--- src/rtl/roc_stream_encoder.sv ---
// roc_stream_encoder
//
// Transmit-side pattern source for the deser400 receive path. Serialises
// TBM header, TBM trailer and ROC header frames into a 2-bit-per-clock
// symbol stream. Each frame is a 9-bit leader (0_11111111), a 3-bit id and
// cmd_len payload nibbles, followed by at least GAP idle clocks of ones.
// The phase input can delay the whole stream by one bit so that both
// receiver alignment modes can be exercised.
//
// Ports:
//   clk, reset_n          clock, asynchronous active-low reset
//   cmd_valid/cmd_ready   frame request handshake (ready only in IDLE)
//   cmd_type              0 ROC header, 1 TBM header, 2 TBM trailer, 3 as 0
//   cmd_stat              ROC status bits, id[1:0] of a ROC header
//   cmd_len               payload nibble count (0 allowed)
//   din_valid/din_ready   payload nibble handshake, din is the nibble
//   phase                 0 even alignment, 1 stream delayed by one bit
//   tx                    symbol pair, tx[1] is the earlier bit
//   busy                  high whenever not in IDLE
//   underrun              sticky, a payload nibble was missing when due
//
// Optional feature, enabled by defining DESER400_TX_ERRINJ_EN:
//   inj_err   a pulse arms a one-shot corruption of the next frame's leader
//   inj_done  one-clock pulse on the last HDR pair of the corrupted frame

module roc_stream_encoder #(
  parameter int GAP   = 2,
  parameter int LEN_W = 5
) (
  input  logic             clk,
  input  logic             reset_n,
  input  logic             cmd_valid,
  output logic             cmd_ready,
  input  logic [1:0]       cmd_type,
  input  logic [1:0]       cmd_stat,
  input  logic [LEN_W-1:0] cmd_len,
  input  logic             din_valid,
  output logic             din_ready,
  input  logic [3:0]       din,
  input  logic             phase,
  output logic [1:0]       tx,
  output logic             busy,
  output logic             underrun
`ifdef DESER400_TX_ERRINJ_EN
  ,
  input  logic             inj_err,
  output logic             inj_done
`endif
);

  typedef enum logic [1:0] {
    ST_IDLE = 2'd0,
    ST_HDR  = 2'd1,
    ST_DATA = 2'd2,
    ST_GAP  = 2'd3
  } state_t;

  state_t           state_q, state_d;
  logic [3:0]       cnt_q, cnt_d;
  logic             half_q, half_d;
  logic [LEN_W-1:0] len_q, len_d;
  logic [3:0]       nib_q, nib_d;
  logic [2:0]       id_q, id_d;
  logic             phase_q, phase_d;
  logic             held_q, held_d;
  logic [1:0]       tx_q, tx_d;
  logic             cmd_ready_q, cmd_ready_d;
  logic             din_ready_q, din_ready_d;
  logic             busy_q, busy_d;
  logic             underrun_q, underrun_d;
  logic             err_cur_d;
  logic [1:0]       pair;

`ifdef DESER400_TX_ERRINJ_EN
  logic arm_q, arm_d;
  logic err_cur_q;
  logic inj_done_q, inj_done_d;
`endif

  // Next-state logic. All registered outputs are computed from the next
  // state so that tx, din_ready, busy and cmd_ready line up with state_q
  // (the first header pair appears the clock after cmd accept).
  always_comb begin
    state_d    = state_q;
    cnt_d      = cnt_q;
    half_d     = half_q;
    len_d      = len_q;
    nib_d      = nib_q;
    id_d       = id_q;
    phase_d    = phase_q;
    underrun_d = underrun_q;
`ifdef DESER400_TX_ERRINJ_EN
    arm_d      = arm_q | inj_err;
    err_cur_d  = err_cur_q;
`else
    err_cur_d  = 1'b0;
`endif

    case (state_q)
      ST_IDLE: begin
        if (cmd_ready_q && cmd_valid) begin
          state_d    = ST_HDR;
          cnt_d      = 4'd0;
          len_d      = cmd_len;
          phase_d    = phase;
          underrun_d = 1'b0;
          case (cmd_type)
            2'd1:    id_d = 3'b100;
            2'd2:    id_d = 3'b110;
            default: id_d = {1'b0, cmd_stat};
          endcase
`ifdef DESER400_TX_ERRINJ_EN
          err_cur_d = arm_q | inj_err;
          arm_d     = 1'b0;
`endif
        end
      end
      ST_HDR: begin
        if (cnt_q == 4'd5) begin
          half_d = 1'b0;
          state_d = (len_q == '0) ? ST_GAP : ST_DATA;
          cnt_d   = 4'd0;
`ifdef DESER400_TX_ERRINJ_EN
          err_cur_d = 1'b0;
`endif
        end else begin
          cnt_d = cnt_q + 4'd1;
        end
      end
      ST_DATA: begin
        if (!half_q) begin
          half_d = 1'b1;
        end else if (len_q == '0) begin
          state_d = ST_GAP;
          cnt_d   = 4'd0;
        end else begin
          half_d = 1'b0;
        end
      end
      default: begin
        if (cnt_q == 4'(GAP - 1)) begin
          state_d = ST_IDLE;
        end else begin
          cnt_d = cnt_q + 4'd1;
        end
      end
    endcase

    // A missing nibble is replaced by all ones; the frame keeps its length.
    if (din_ready_q) begin
      len_d = len_q - LEN_W'(1);
      if (din_valid) begin
        nib_d = din;
      end else begin
        nib_d      = 4'hF;
        underrun_d = 1'b1;
      end
    end

    case (state_d)
      ST_HDR: begin
        case (cnt_d)
          4'd0:    pair = 2'b01;
          4'd4:    pair = {~err_cur_d, id_d[2]};
          4'd5:    pair = id_d[1:0];
          default: pair = 2'b11;
        endcase
      end
      ST_DATA: pair = half_d ? nib_d[1:0] : nib_d[3:2];
      default: pair = 2'b11;
    endcase

    // Odd alignment shifts the stream by one bit through held_q.
    tx_d        = phase_d ? {held_q, pair[1]} : pair;
    held_d      = pair[0];
    cmd_ready_d = (state_d == ST_IDLE);
    busy_d      = (state_d != ST_IDLE);
    din_ready_d = (len_d != '0) &&
                  (((state_d == ST_HDR) && (cnt_d == 4'd5)) ||
                   ((state_d == ST_DATA) && half_d));
`ifdef DESER400_TX_ERRINJ_EN
    inj_done_d  = (state_d == ST_HDR) && (cnt_d == 4'd5) && err_cur_d;
`endif
  end

  // State and output registers; reset forces an idle line immediately.
  always_ff @(posedge clk or negedge reset_n) begin
    if (!reset_n) begin
      state_q     <= ST_IDLE;
      cnt_q       <= 4'd0;
      half_q      <= 1'b0;
      len_q       <= '0;
      nib_q       <= 4'hF;
      id_q        <= 3'b000;
      phase_q     <= 1'b0;
      held_q      <= 1'b1;
      tx_q        <= 2'b11;
      cmd_ready_q <= 1'b0;
      din_ready_q <= 1'b0;
      busy_q      <= 1'b0;
      underrun_q  <= 1'b0;
`ifdef DESER400_TX_ERRINJ_EN
      arm_q       <= 1'b0;
      err_cur_q   <= 1'b0;
      inj_done_q  <= 1'b0;
`endif
    end else begin
      state_q     <= state_d;
      cnt_q       <= cnt_d;
      half_q      <= half_d;
      len_q       <= len_d;
      nib_q       <= nib_d;
      id_q        <= id_d;
      phase_q     <= phase_d;
      held_q      <= held_d;
      tx_q        <= tx_d;
      cmd_ready_q <= cmd_ready_d;
      din_ready_q <= din_ready_d;
      busy_q      <= busy_d;
      underrun_q  <= underrun_d;
`ifdef DESER400_TX_ERRINJ_EN
      arm_q       <= arm_d;
      err_cur_q   <= err_cur_d;
      inj_done_q  <= inj_done_d;
`endif
    end
  end

  assign tx        = tx_q;
  assign cmd_ready = cmd_ready_q;
  assign din_ready = din_ready_q;
  assign busy      = busy_q;
  assign underrun  = underrun_q;
`ifdef DESER400_TX_ERRINJ_EN
  assign inj_done  = inj_done_q;
`endif

endmodule

--- config.mk ---
export PLATFORM = sky130hd
export DESIGN_NAME = roc_stream_encoder
export DESIGN_NICKNAME = d
export VERILOG_FILES = /design/src/rtl/roc_stream_encoder.sv
export SDC_FILE = /design/constraint.sdc
export NUM_CORES = 1
export LEC_CHECK = 0
export ABC_AREA = 1
export ABC_CLOCK_PERIOD_IN_PS = 2000
export CORE_MARGIN = 2
export CORE_UTILIZATION = 48
export DETAILED_ROUTE_END_ITERATION = 8
export HOLD_SLACK_MARGIN = 0.12
export PLACE_DENSITY = 0.84
export REMOVE_ABC_BUFFERS = 1
export SETUP_SLACK_MARGIN = 0.02
export SYNTH_ARGS = -nofsm -noshare
export SYNTH_HDL_FRONTEND = slang
export SYNTH_SLANG_ARGS = --single-unit
export TNS_END_PERCENT = 10
--- constraint.sdc ---
create_clock -name clk -period 2 [get_ports clk]
set_input_delay 0.4 -clock clk [delete_from_list [all_inputs] [get_ports clk]]
set_output_delay 0.4 -clock clk [all_outputs]
set_load 0.03 [all_outputs]
==> flow_metrics.py, run 1 <==
metrics = {
    "worst_setup_path": {
        "slowest_stage": "dfrtp_1",
        "r2r_end": "tx[1]",
        "slowest_delay_ns": 0.44,
        "cp_data_required_time_ns": 2.28,
        "rr_worst_depth": 13,
        "critPathCaptureType": "flip-flop",
        "reg2reg_from": "cnt_q[0]",
        "path_max_fanout": 4,
        "cp.buffers_inverters": 2,
        "crit_top_cell": "nand2_1",
        "criticalPathCategory": "reg -> reg",
        "crit_family": "compound AO/OA/AOI/OAI gates",
        "start_kind": "flip-flop",
        "path_cells": "ha_4, nand3_4, nand2_1, a21oi_1, o21ai_1, a22oi_2, buf_4, ha_1, inv_2, nor2_1, nand2_1, nand2_1, nand2_1",
        "arrival_ns": 2.33,
        "cp.depth": 13,
        "reg2reg_slack_ns": -0.05,
    },
    "timing": {
        "slew_headroom_pct": 75.3,
        "final-setup-viol-count": 3,
        "post-route-min-period_ns": 2.05,
        "hold_viol_final": 0,
        "worst_pin_slew_ns": 0.367,
        "skew_ns": 0.0179,
        "slew_violations": 0,
        "fin_ws_ns": -0.0550,
        "grt_setup_unrepaired": "true",
        "holdWs_ns": 0.407,
        "fin_crit_sh_pct": 103,
        "max_freq_ghz": 0.487,
    },
    "cts": {
        "cts.htree.levels": 1,
        "cts_tree": "done",
        "path_clk_slew_ns": 0.16,
        "clk_path_buf_depth": 2,
        "clock_latency_ns": 0.34,
        "cts_buffers": 3,
        "cts-root-buf": "clkbuf_4",
        "cts_sinks": 27,
    },
    "route": {
        "drt_iter0_drc": 39,
        "dr.pass1.iters": 4,
        "drt-total-wl_microns": 3630,
        "routedWlPerCell_microns": 12.7,
        "drc": 0,
        "viasPerCell": 5.06,
        "final_antenna_net_count": 0,
        "num_vias": 1446,
    },
    "synthesis": {
        "synth.distinct_cells": 25,
        "ys_ff_latch": 27,
        "synth_warnings": 0,
        "syn_area_per_cell_sq_um": 8.09,
        "synthCells": 196,
        "syn_area_sq_mm": 0.00159,
        "ys_seq_area_share_pct": 43.1,
    },
    "placed_design": {
        "gp_congestion": 0.854,
        "place_area_sq_mm": 0.00195,
        "portBuffers": 23,
        "dp_cells": 273,
        "dp_hpwl_microns": 2560,
    },
    "die": {
        "floorplan.initialDensity_pct": 51.1,
        "die_y_microns": 61.5,
        "ios": 24,
        "rows": 20,
        "core_area_sq_mm": 0.00310,
        "dieArea_sq_mm": 0.00378,
        "dieWidth_microns": 61.5,
    },
    "global_routing": {
        "grt_pass1_wl_microns": 5840,
        "grt_overflow": 0,
        "grt_max_degree": 28,
        "first_global_vias": 1331,
        "antenna_found_initial": 0,
        "grt_usage_pct": 21.0,
    },
    "outcome": {
        "status": "finished with violations",
        "violations": "negative setup slack",
    },
    "pwr": {
        "power_density_mw_per_mm2": 1680,
        "p_leak_nw": 1.04,
        "ir_drop_mv": 1.08,
    },
    "final_layout": {
        "multiInputGateArea_sq_um": 872,
        "final_cells": 286,
        "antenna_cells": 0,
        "area_delta_synth_final_pct": 35.5,
        "design_area_sq_mm": 0.00215,
        "nFillCells": 253,
        "seq_area_sq_um": 686,
        "drive_gt1_share_pct": 28.9,
        "nets": 273,
    },
    "job": {
        "maxCapViolCount": 0,
    },
    "min_path": {
        "min_path_type": "in -> async",
    },
}
## placed cells by master (no fill, tap or decap)
cell,instances
buf_4,21
nor3_1,2
nor2_1,15
or2_2,2
nand3_2,2
mux2_2,1
mux2i_1,1
nand2_2,8
o21ai_2,1
a21oi_1,5
clkdlybuf4s50_1,22
xor2_1,4
dfrtp_2,1
inv_2,7
a21oi_2,1
nand3_4,1
o211ai_1,3
inv_1,24
o22a_1,2
ha_4,2
o22ai_1,2
nand3_1,7
o21ai_1,4
nor2_4,1
a21oi_4,1
ha_2,4
nand2_1,40
o21ai_0,14
nand3b_1,1
dfrtp_1,19
a22oi_2,3
dfstp_2,7
ha_1,6
or2_4,1
nor2_2,2
clkinvlp_4,1
dlymetal6s2s_1,1
clkbuf_4,3
## synth_stat cells
cell	instances	area share, %
a21oi_1	7	2.2
a22oi_1	3	1.4
buf_2	2	0.63
dfrtp_1	20	32
dfstp_2	7	12
ha_1	12	9.5
inv_1	31	7.3
mux2_2	1	0.71
mux2i_1	1	0.63
nand2_1	43	10
nand2_2	5	2.0
nand3_1	8	2.5
nand3_2	2	1.3
nand3b_1	1	0.47
nor2_1	16	3.8
nor2_2	2	0.79
nor3_1	2	0.63
o211ai_1	3	1.4
o21ai_0	18	5.7
o21ai_1	1	0.32
o22a_1	2	1.1
o22ai_1	2	0.79
or2_2	2	0.79
or2_4	1	0.55
xor2_1	4	2.2
## power breakdown
group          switching (mW)  internal, mW  leakage (nW)  total (mW)
Sequential              0.133         0.849         0.316       0.982
Combinational            1.37          1.02         0.708        2.39
Clock                   0.169        0.0765        0.0139       0.246
Total                    1.67          1.94          1.04        3.62
## cell families (layout without fill, tap and decap cells)
logic type                 after synthesis  in the layout  synth area share (%)
muxes                                    2              2                  1.34
xor gates and xnor gates                 4              4                  2.21
and+or+nand+nor                         82             82                  22.9
adders and majority gates               12             12                  9.46
DFF                                     27             27                  43.1
buffers and inverters                   33             79                  7.97
AOI/OAI and AO/OA                       36             36                  12.9
## how the worst max path moves through the flow
stage,startpoint,end
floorplan,cnt_q[0],tx[0]
global placement,cmd_type[0],tx[1]
detailed placement,cmd_valid,tx[0]
CTS,state_q[0],tx[0]
global route,cnt_q[1],tx[1]
finish,cnt_q[0],tx[1]
## state kept, by name (all words and copies together), names as in the netlist, 2 cells and up
name	cells
len_q	5
cnt_q	4
state_q	2
nib_q	4
tx	2
id_q	3
## area by class of cell
| cell class | instances | area share [%] |
|---|---|---|
| clock buffers | 3 | 1.05 |
| clock inverters | 1 | 0.349 |
| inverters | 31 | 5.41 |
| multi-input cells | 136 | 40.6 |
| flip-flops and latches | 27 | 31.9 |
| well taps | 44 | 2.56 |
| repair buffers | 44 | 18.2 |
## layer usage
metal  vias to the layer above  track usage [%]  part of all wire (%)
li1                        722                -                     -
met1                       689             28.8                    45
met2                        29             34.6                    50
met3                         6             3.78                   3.2
met4                         0             5.47                   1.8
met5                         -                0                     0
## per-stage QoR
| stage | TNS [ns] | power [mW] | utilization (%) | setup WS (ns) |
|---|---|---|---|---|
| 2_1_floorplan | 0 | 2.34 | - | 0.120 |
| 3_3_place_gp | -0.514 | 2.89 | 62.9 | -0.184 |
| 3_5_place_dp | -0.746 | 2.96 | 62.9 | -0.232 |
| 4_1_cts | 0 | 3.32 | 65.4 | 0.0166 |
| 5_1_grt | -0.701 | 3.98 | 69.3 | -0.230 |
| 6_report | -0.127 | 3.62 | 69.3 | -0.0550 |
## timing repair
item / in CTS / in global routing
pin swaps: 8 / 11
buffers inserted: 0 / 9
cloned: 0 / 0
endpoints found under the setup margin: 4 / 5
hold endpoints to repair: 0 / 0
gates resized for setup: 17 / 18
hold buffers: 0 / 0
Note: power is estimated with default switching activity, not from simulation.
==> run 2, diff against run 1 <==
GPL_TIMING_DRIVEN = 0   (was not set)
==> run 2 against run 1 <==
The run still ends with negative setup slack left. Core utilization down 3.5 points. Worst setup slack worse by 0.049 ns. Combinational power down 9.2%. Hold slack better by 0.061 ns. Die area unchanged. Sequential share of layout area up 1.8 points. Clock-buffer cell count up 1. Critical path depth down 1. Flip-flop and latch count unchanged. Cell count down 4.2%. Sequential power up 5%. Critical endpoint is now held_q.
==> flow_metrics.py, run 2 (synthesized netlist as in run 1, its figures left out) <==
metrics = {
    "cts": {
        "clock_latency_ns": 0.32,
        "cts-root-buf": "clkbuf_4",
        "cts.htree.levels": 1,
        "cts_buffers": 3,
        "clk_path_buf_depth": 2,
        "path_clk_slew_ns": 0.14,
        "cts_tree": "done",
        "cts_sinks": 27,
    },
    "timing": {
        "fin_ws_ns": -0.104,
        "max_freq_ghz": 0.475,
        "grt_setup_unrepaired": "true",
        "final-setup-viol-count": 3,
        "slew_headroom_pct": 21.7,
        "post-route-min-period_ns": 2.10,
        "slew_violations": 0,
        "skew_ns": 0.00295,
        "worst_pin_slew_ns": 1.17,
        "hold_viol_final": 0,
        "fin_crit_sh_pct": 105,
    },
    "global_routing": {
        "first_global_vias": 1162,
        "grt_max_degree": 28,
        "grt_pass1_wl_microns": 5180,
        "grt_usage_pct": 18.6,
        "grt_overflow": 0,
        "antenna_found_initial": 0,
    },
    "final_layout": {
        "reg_top3": "len_q (5), cnt_q (4), nib_q (4)",
        "final_cells": 274,
        "regMostFlops": "len_q",
        "antenna_cells": 0,
        "nets": 261,
        "largest_reg_flops": 5,
        "final_common_cell": "nand2_1",
        "nFillCells": 262,
        "final_cell_mix": "nand2_1 (42), inv_1 (26), clkdlybuf4s50_1 (21)",
        "area_delta_synth_final_pct": 28.5,
        "final_core_util_pct": 65.7,
        "drive_gt1_share_pct": 23.5,
    },
    "pwr": {
        "p_sw_mw": 1.60,
        "ir_drop_mv": 1.10,
        "p_leak_nw": 1.00,
        "internal_power_mw": 1.83,
        "power.share.clock_pct": 6.8,
        "sequentialPowerShare_pct": 29.9,
        "power_density_mw_per_mm2": 1680,
        "switching_share_pct": 46.7,
        "p_comb_share_pct": 63.3,
    },
    "worst_setup_path": {
        "start_kind": "flip-flop",
        "arrival_ns": 2.38,
        "critPathCaptureType": "flip-flop",
        "criticalPathCategory": "reg -> reg",
        "cp_data_required_time_ns": 2.27,
        "path_max_fanout": 4,
    },
    "placed_design": {
        "dp_cells": 261,
        "place_ws_ns": -0.347,
        "portBuffers": 23,
        "gp_congestion": 0.846,
        "dp_hpwl_microns": 2280,
    },
    "die": {
        "core_area_sq_mm": 0.00310,
        "dieWidth_microns": 61.5,
        "floorplan.initialDensity_pct": 51.1,
        "ios": 24,
        "die_y_microns": 61.5,
        "rows": 20,
        "dieArea_sq_mm": 0.00378,
    },
    "route": {
        "drt_iter0_drc": 37,
        "drt-total-wl_microns": 3360,
        "drc": 0,
        "num_vias": 1371,
        "routedWlPerCell_microns": 12.3,
        "final_antenna_net_count": 0,
        "dr.pass1.iters": 6,
        "viasPerCell": 5.00,
    },
    "job": {
        "maxCapViolCount": 0,
    },
    "min_path": {
        "min_path_type": "reg -> reg",
    },
    "outcome": {
        "status": "finished with violations",
        "violations": "negative setup slack",
    },
}
run 2: path summary, 6_finish.rpt:
check	startpoint	endpoint	slack, ns	cells after the start
worst min-delay path	held_q	tx[1]	0.47	2
min in group asynchronous	reset_n	underrun	0.68	1
worst max register to register	state_q[1]	held_q	-0.10	12
worst min register to register	held_q	tx[1]	0.47	2
max in group asynchronous	reset_n	state_q[0]	0.55	1
worst max-delay path	state_q[1]	held_q	-0.10	12
run 2: repair_timing:
action / 4_1_cts / 5_1_grt
pin swaps: 0 / 10
buffers inserted: 2 / 7
resized for setup: 6 / 26
hold buffers: 0 / 0
setup endpoints to repair: 6 / 7
run 2: through the flow:
step,setup TNS (ns),hold slack [ns],cell area (sq um),total power [mW]
floorplan,0,0.104,1580,2.34
CTS,-0.0881,0.477,1920,3.12
global route,-0.783,0.509,2040,3.74
global placement,-1.35,0.446,1860,2.76
detailed placement,-1.39,0.454,1860,2.81
finish,-0.248,0.468,2040,3.43
run 2: cell type report:
type / instances / area [sq um] / share of cell area, %
Tap cell: 44 / 55.1 / 2.70
Timing Repair Buffer: 32 / 303 / 14.8
Multi-Input combinational cell: 136 / 852 / 41.8
Clock buffer: 4 / 26.3 / 1.29
Inverter: 31 / 116 / 5.71
Sequential cell: 27 / 687 / 33.7
run 2: power groups by stage:
| stage | combinational (mW) | sequential [mW] | clock, mW |
|---|---|---|---|
| 2_1_floorplan | 1.24 | 1.10 | 0 |
| 3_3_place_gp | 1.74 | 1.01 | 0 |
| 3_5_place_dp | 1.79 | 1.02 | 0 |
| 4_1_cts | 1.87 | 1.01 | 0.242 |
| 5_1_grt | 2.43 | 1.05 | 0.267 |
| 6_report | 2.17 | 1.03 | 0.233 |
run 2: layer usage:
metal | GRT usage [%] | routed length, microns | vias to the layer above
met2 | 29.9 | 1700 | 29
met3 | 4.62 | 150 | 4
met1 | 25.3 | 1490 | 644
met5 | 0 | 0 | -
met4 | 4.56 | 27 | 0
li1 | - | - | 694
run 2: worst max-delay path: stages, from the launching register on:
cell and delay, ns:
dfrtp_1 0.43, inv_1 0.12, ha_2 0.23, a21oi_2 0.16
o21ai_1 0.12, a22oi_2 0.23, inv_1 0.09, ha_2 0.21
o21ai_2 0.06, nor2_1 0.06, nor2_1 0.10, nand2_1 0.09
buf_4 0.14
==> RTL edit 1: new RTL, flow settings as in run 2 <==
The 4 states of `state_t` get a one-hot encoding in 4 bits.
--- a/src/rtl/roc_stream_encoder.sv
+++ b/src/rtl/roc_stream_encoder.sv
@@ -48,11 +48,11 @@
 `endif
 );
 
-  typedef enum logic [1:0] {
-    ST_IDLE = 2'd0,
-    ST_HDR  = 2'd1,
-    ST_DATA = 2'd2,
-    ST_GAP  = 2'd3
+  typedef enum logic [3:0] {
+    ST_IDLE = 4'b0001,
+    ST_HDR  = 4'b0010,
+    ST_DATA = 4'b0100,
+    ST_GAP  = 4'b1000
   } state_t;
 
   state_t           state_q, state_d;
Formal check against the unedited RTL: no difference found for any inputs over 10 cycles, from zero or initial values and one cycle with reset_n low; not proved beyond that.
==> RTL edit 1 against run 2 <==
Routed wire length up 15%. Cell area up 15%. First-iteration DRC count rose to 2.8 times the old value. Sequential cell count up 2. Power up 21%. Cell count up 18%. Area after synthesis up 14%. Setup slack better by 0.20 ns. Critical path depth down 1. Largest power group unchanged.
==> RTL edit 1: results (changes against run 2) <==
metric	value	unit	change
status	complete, no violations		was complete, but fails checks
firstDrtPassIters	4		was 6
pre_cts_ws	-0.146	ns	was -0.347 ns
ys_types	33		was 25
grt_max_degree	30		was 28
h-tree-depth	2		was 1
ir_drop	0.913	mV	was 1.10 mV
met2_usage	32.7	%	was 29.9%
first_iter_violations	104		was 37
routed_wl	3880	µm	was 3360 µm
ys_top_cells_by_area	dfrtp_1, nand2_1, dfstp_2, inv_1, a21oi_1		was dfrtp_1, dfstp_2, nand2_1, ha_1, inv_1
grt_pass1_wl	6310	µm	was 5180 µm
dpl.hpwl	2650	µm	was 2280 µm
grt_pass1_vias	1552		was 1162
synth_common_cells	nand2_1, inv_1, dfrtp_1		unchanged
clk_latency	0.29	ns	was 0.32 ns
cts_buffers	5		was 3
cp.arrival	2.08	ns	was 2.38 ns
gp_congestion	0.884		was 0.846
finClkSkew	0.00524	ns	was 0.00295 ns
grt_util_met1	22.0	%	was 25.3%
fillers	314		was 262
layout-drive-gt1-share	28.3	%	was 23.5%
top_register	len_q		unchanged
cp_max_fo	7		was 4
crit_slowest_cell	dfrtp_2		was dfrtp_1
min_path_type	in2async		was reg2reg
use_met3	5.48	%	was 4.62%
max_slew_margin	57.1	%	was 21.7%
diodes	0		unchanged
nets	298		was 261
slowest_delay	0.46	ns	was 0.43 ns
clk_pin_slew_worst_paths	0.06	ns	was 0.14 ns
via_per_inst	5.06		was 5.00
clockRootBuffer	clkbuf_8		was clkbuf_4
gr-usage-all-layers	19.2	%	was 18.6%
power.leakage	1.18	nW	was 1.00 nW
[RTL edit 1: cell count changes in the layout (fill, tap and decap cells not counted), sizes merged, moves of 5 or more]
| cell | run 2 | this run |
|---|---|---|
| nand2 | 48 | 71 |
| ha | 12 | 5 |
| a21oi | 7 | 15 |
| nand3 | 10 | 19 |
| o21ai | 19 | 14 |
| inv | 31 | 44 |
[RTL edit 1: final timing paths]
kind | from | to | slack (ns) | depth (start not counted)
max | cnt_q[0]$_DFF_PN0_ | din_ready$_DFF_PN0_ | 0.09 | 11
min reg2reg | held_q$_DFF_PN1_ | tx[1]$_DFF_PN1_ | 0.48 | 2
min in group clk | held_q$_DFF_PN1_ | tx[1]$_DFF_PN1_ | 0.48 | 2
max reg2reg | cnt_q[0]$_DFF_PN0_ | din_ready$_DFF_PN0_ | 0.09 | 11
min | reset_n | busy$_DFF_PN0_ | 0.14 | 1
max in group asynchronous | reset_n | cnt_q[0]$_DFF_PN0_ | 1.40 | 1
[RTL edit 1: per-stage QoR]
step           util (%)  instance area, µm²  power [mW]  cells
3_5_place_dp       57.3                2080        3.16    309
3_3_place_gp       57.3                2080        3.09    309
5_1_grt            64.3                2340        4.50    324
4_1_cts            60.5                2200        3.81    317
6_report           64.3                2340        4.15    324
2_1_floorplan         -                1790        2.68    238
[RTL edit 1: logic make-up after synthesis]
logic type / share of synthesized area [%]
AND/OR/NAND/NOR: 33.2
multiplexers: 0.621
AO/OA/AOI/OAI: 11.7
adder cells (fa/ha/maj): 3.45
flip-flops: 40.6
buffers and inverters: 10.4
[RTL edit 1: cell type report]
class,instances,area (µm²),share of cell area (%)
clock inverters,1,30.0,1.29
well taps,48,60.1,2.57
multi-input cells,164,973,41.7
clock buffers,7,86.3,3.70
inverters,45,171,7.34
repair buffers,30,277,11.8
flip-flops and latches,29,738,31.6
[RTL edit 1: routing by layer]
| metal | wire length [µm] | part of all wire (%) | up-vias |
|---|---|---|---|
| li1 | - | - | 828 |
| met1 | 1740 | 45 | 780 |
| met2 | 1940 | 50 | 26 |
| met3 | 127 | 3.3 | 7 |
| met4 | 70 | 1.8 | 0 |
| met5 | 0 | 0 | - |
[RTL edit 1: repair_timing]
action                                  4_1_cts  5_1_grt
resized for setup                             1       28
setup buffers                                 0        7
endpoints found under the setup margin        2        4
hold endpoints to repair                      0        0
pin swaps                                     0       15
[RTL edit 1: worst max-delay path: cells and delay by family (launching register included)]
kind,cells,cell delay (ns)
adders and majority gates,1,0.21
AOI/OAI and AO/OA,2,0.21
and+or+nand+nor,7,0.80
DFF,1,0.46
buffers and inverters,1,0.12
[RTL edit 1: report_power, final]
group,internal (mW),switching (mW)
sequential,0.911,0.212
combinational,0.909,1.49
clock,0.406,0.223
==> RTL edit 2: new RTL, settings of run 2 <==
Made on the original files. Set the parameter `LEN_W` to 6 (it was 5).
--- a/src/rtl/roc_stream_encoder.sv
+++ b/src/rtl/roc_stream_encoder.sv
@@ -25,7 +25,7 @@
 
 module roc_stream_encoder #(
   parameter int GAP   = 2,
-  parameter int LEN_W = 5
+  parameter int LEN_W = 6
 ) (
   input  logic             clk,
   input  logic             reset_n,
Ports: changed (resized cmd_len); port bits go from 24 to 25. No check against the original RTL was run, so the function may have changed too.
==> RTL edit 2 against run 2 <==
The run still ends with setup timing left. Area after synthesis increased by 7.3%. Via count increased by 8.5%. Setup slack improved by 0.020 ns. Routed wire length increased by 14%. Power increased by 15%. Critical path depth increased by 1. Synthesized cell count increased by 7.7%. Cell area increased by 11%. Sequential cell count increased by 1. Critical path type unchanged. Largest cell class unchanged.
==> RTL edit 2: results (changes against run 2) <==
metric	value	unit	change
critPathCapture	tx[0]$_DFF_PN1_		was held_q$_DFF_PN1_
synth_common_cells	nand2_1, inv_1, dfrtp_1		unchanged
pre_cts_ws	-0.616	ns	was -0.347 ns
gp_congestion	0.834		was 0.846
ff2ff_path_depth	13		was 12
dpl.hpwl	2600	µm	was 2280 µm
postLayoutSetupSlackWorst	-0.0839	ns	was -0.104 ns
grt_max_degree	29		was 28
seq_share	31.5	%	was 33.7%
cp_max_fo	5		was 4
n_clock_buffer	3		was 4
ys_types	33		was 25
multi_input_area_share	42.3	%	was 41.8%
gr-usage-all-layers	19.8	%	was 18.6%
synth-seq-area-share	41.7	%	was 43.1%
top_regs	len_q (6), cnt_q (4), nib_q (4)		was len_q (5), cnt_q (4), nib_q (4)
clkCellAreaFrac	2.32	%	was 1.29%
ir_drop	1.20	mV	was 1.10 mV
via_per_inst	5.04		was 5.00
layout-drive-gt1-share	27.3	%	was 23.5%
routed_wl	3850	µm	was 3360 µm
largest_reg_flops	6		was 5
stdcell_count	295		was 274
crit_slowest_cell	dfrtp_2		was dfrtp_1
post_dp_cell_area	0.00199	mm²	was 0.00186 mm²
firstDrtPassIters	4		was 6
synthMuxAreaShare	0.662	%	was 1.34%
synthCells	211		was 196
bufAreaShareNonClock	14.7	%	was 14.8%
cp-startpoint	state_q[0]$_DFF_PN0_		was state_q[1]$_DFF_PN0_
synth_compound_area_share	14.9	%	was 12.9%
nets	280		was 261
fillers	269		was 262
status	complete, but fails checks		unchanged
failed_checks	setup timing		unchanged
synth_adder_area_share	8.09	%	was 9.46%
post_cts_buffers	6		was 2
fin_setup_tns	-0.232	ns	was -0.248 ns
port_buffers	24		was 23
first_iter_violations	58		was 37
synth_xor_area_share	1.54	%	was 2.21%
finalSetupViolations	3		unchanged
ys_top_cells_by_area	dfrtp_1, dfstp_2, nand2_1, inv_1, ha_1		was dfrtp_1, dfstp_2, nand2_1, ha_1, inv_1
worst_path_dominant_cell_family	compound AO/OA/AOI/OAI gates		unchanged
placeableCoreArea	0.00336	mm²	was 0.00310 mm²
multi_input_cells	141		was 136
finClkSkew	0.00167	ns	was 0.00295 ns
n_all_buffers	36		was 32
clk_latency	0.34	ns	was 0.32 ns
max_slew_margin	59.0	%	was 21.7%
grt_pass1_vias	1408		was 1162
final-max-slew-violation-count	0		unchanged
clock_sinks	28		was 27
post_cts_resized	22		was 6
grt_pass1_wl	6240	µm	was 5180 µm
internal_power	2.12	mW	was 1.83 mW
slowest_delay	0.49	ns	was 0.43 ns
power.leakage	1.09	nW	was 1.00 nW
inverters	40		was 31
[RTL edit 2: routing by layer]
layer  share of wire (%)  GRT usage [%]
met4                 1.4           7.07
met1                  46           25.3
met2                  49           33.3
met3                 3.5           3.75
met5                   0              0
[RTL edit 2: power groups by stage]
| stage | registers, mW | logic [mW] | clock network (mW) |
|---|---|---|---|
| 2_1_floorplan | 1.16 | 1.39 | 0 |
| 3_3_place_gp | 1.07 | 1.91 | 0 |
| 3_5_place_dp | 1.08 | 1.98 | 0 |
| 4_1_cts | 1.05 | 2.26 | 0.382 |
| 5_1_grt | 1.10 | 2.78 | 0.401 |
| 6_report | 1.07 | 2.51 | 0.378 |
[RTL edit 2: metrics by stage]
step / utilization, % / hold WS (ns)
after floorplan: - / 0.104
after CTS: 64.2 / 0.485
final: 67.4 / 0.493
after detailed placement: 59.2 / 0.473
after global placement: 59.2 / 0.458
after global routing: 67.4 / 0.499
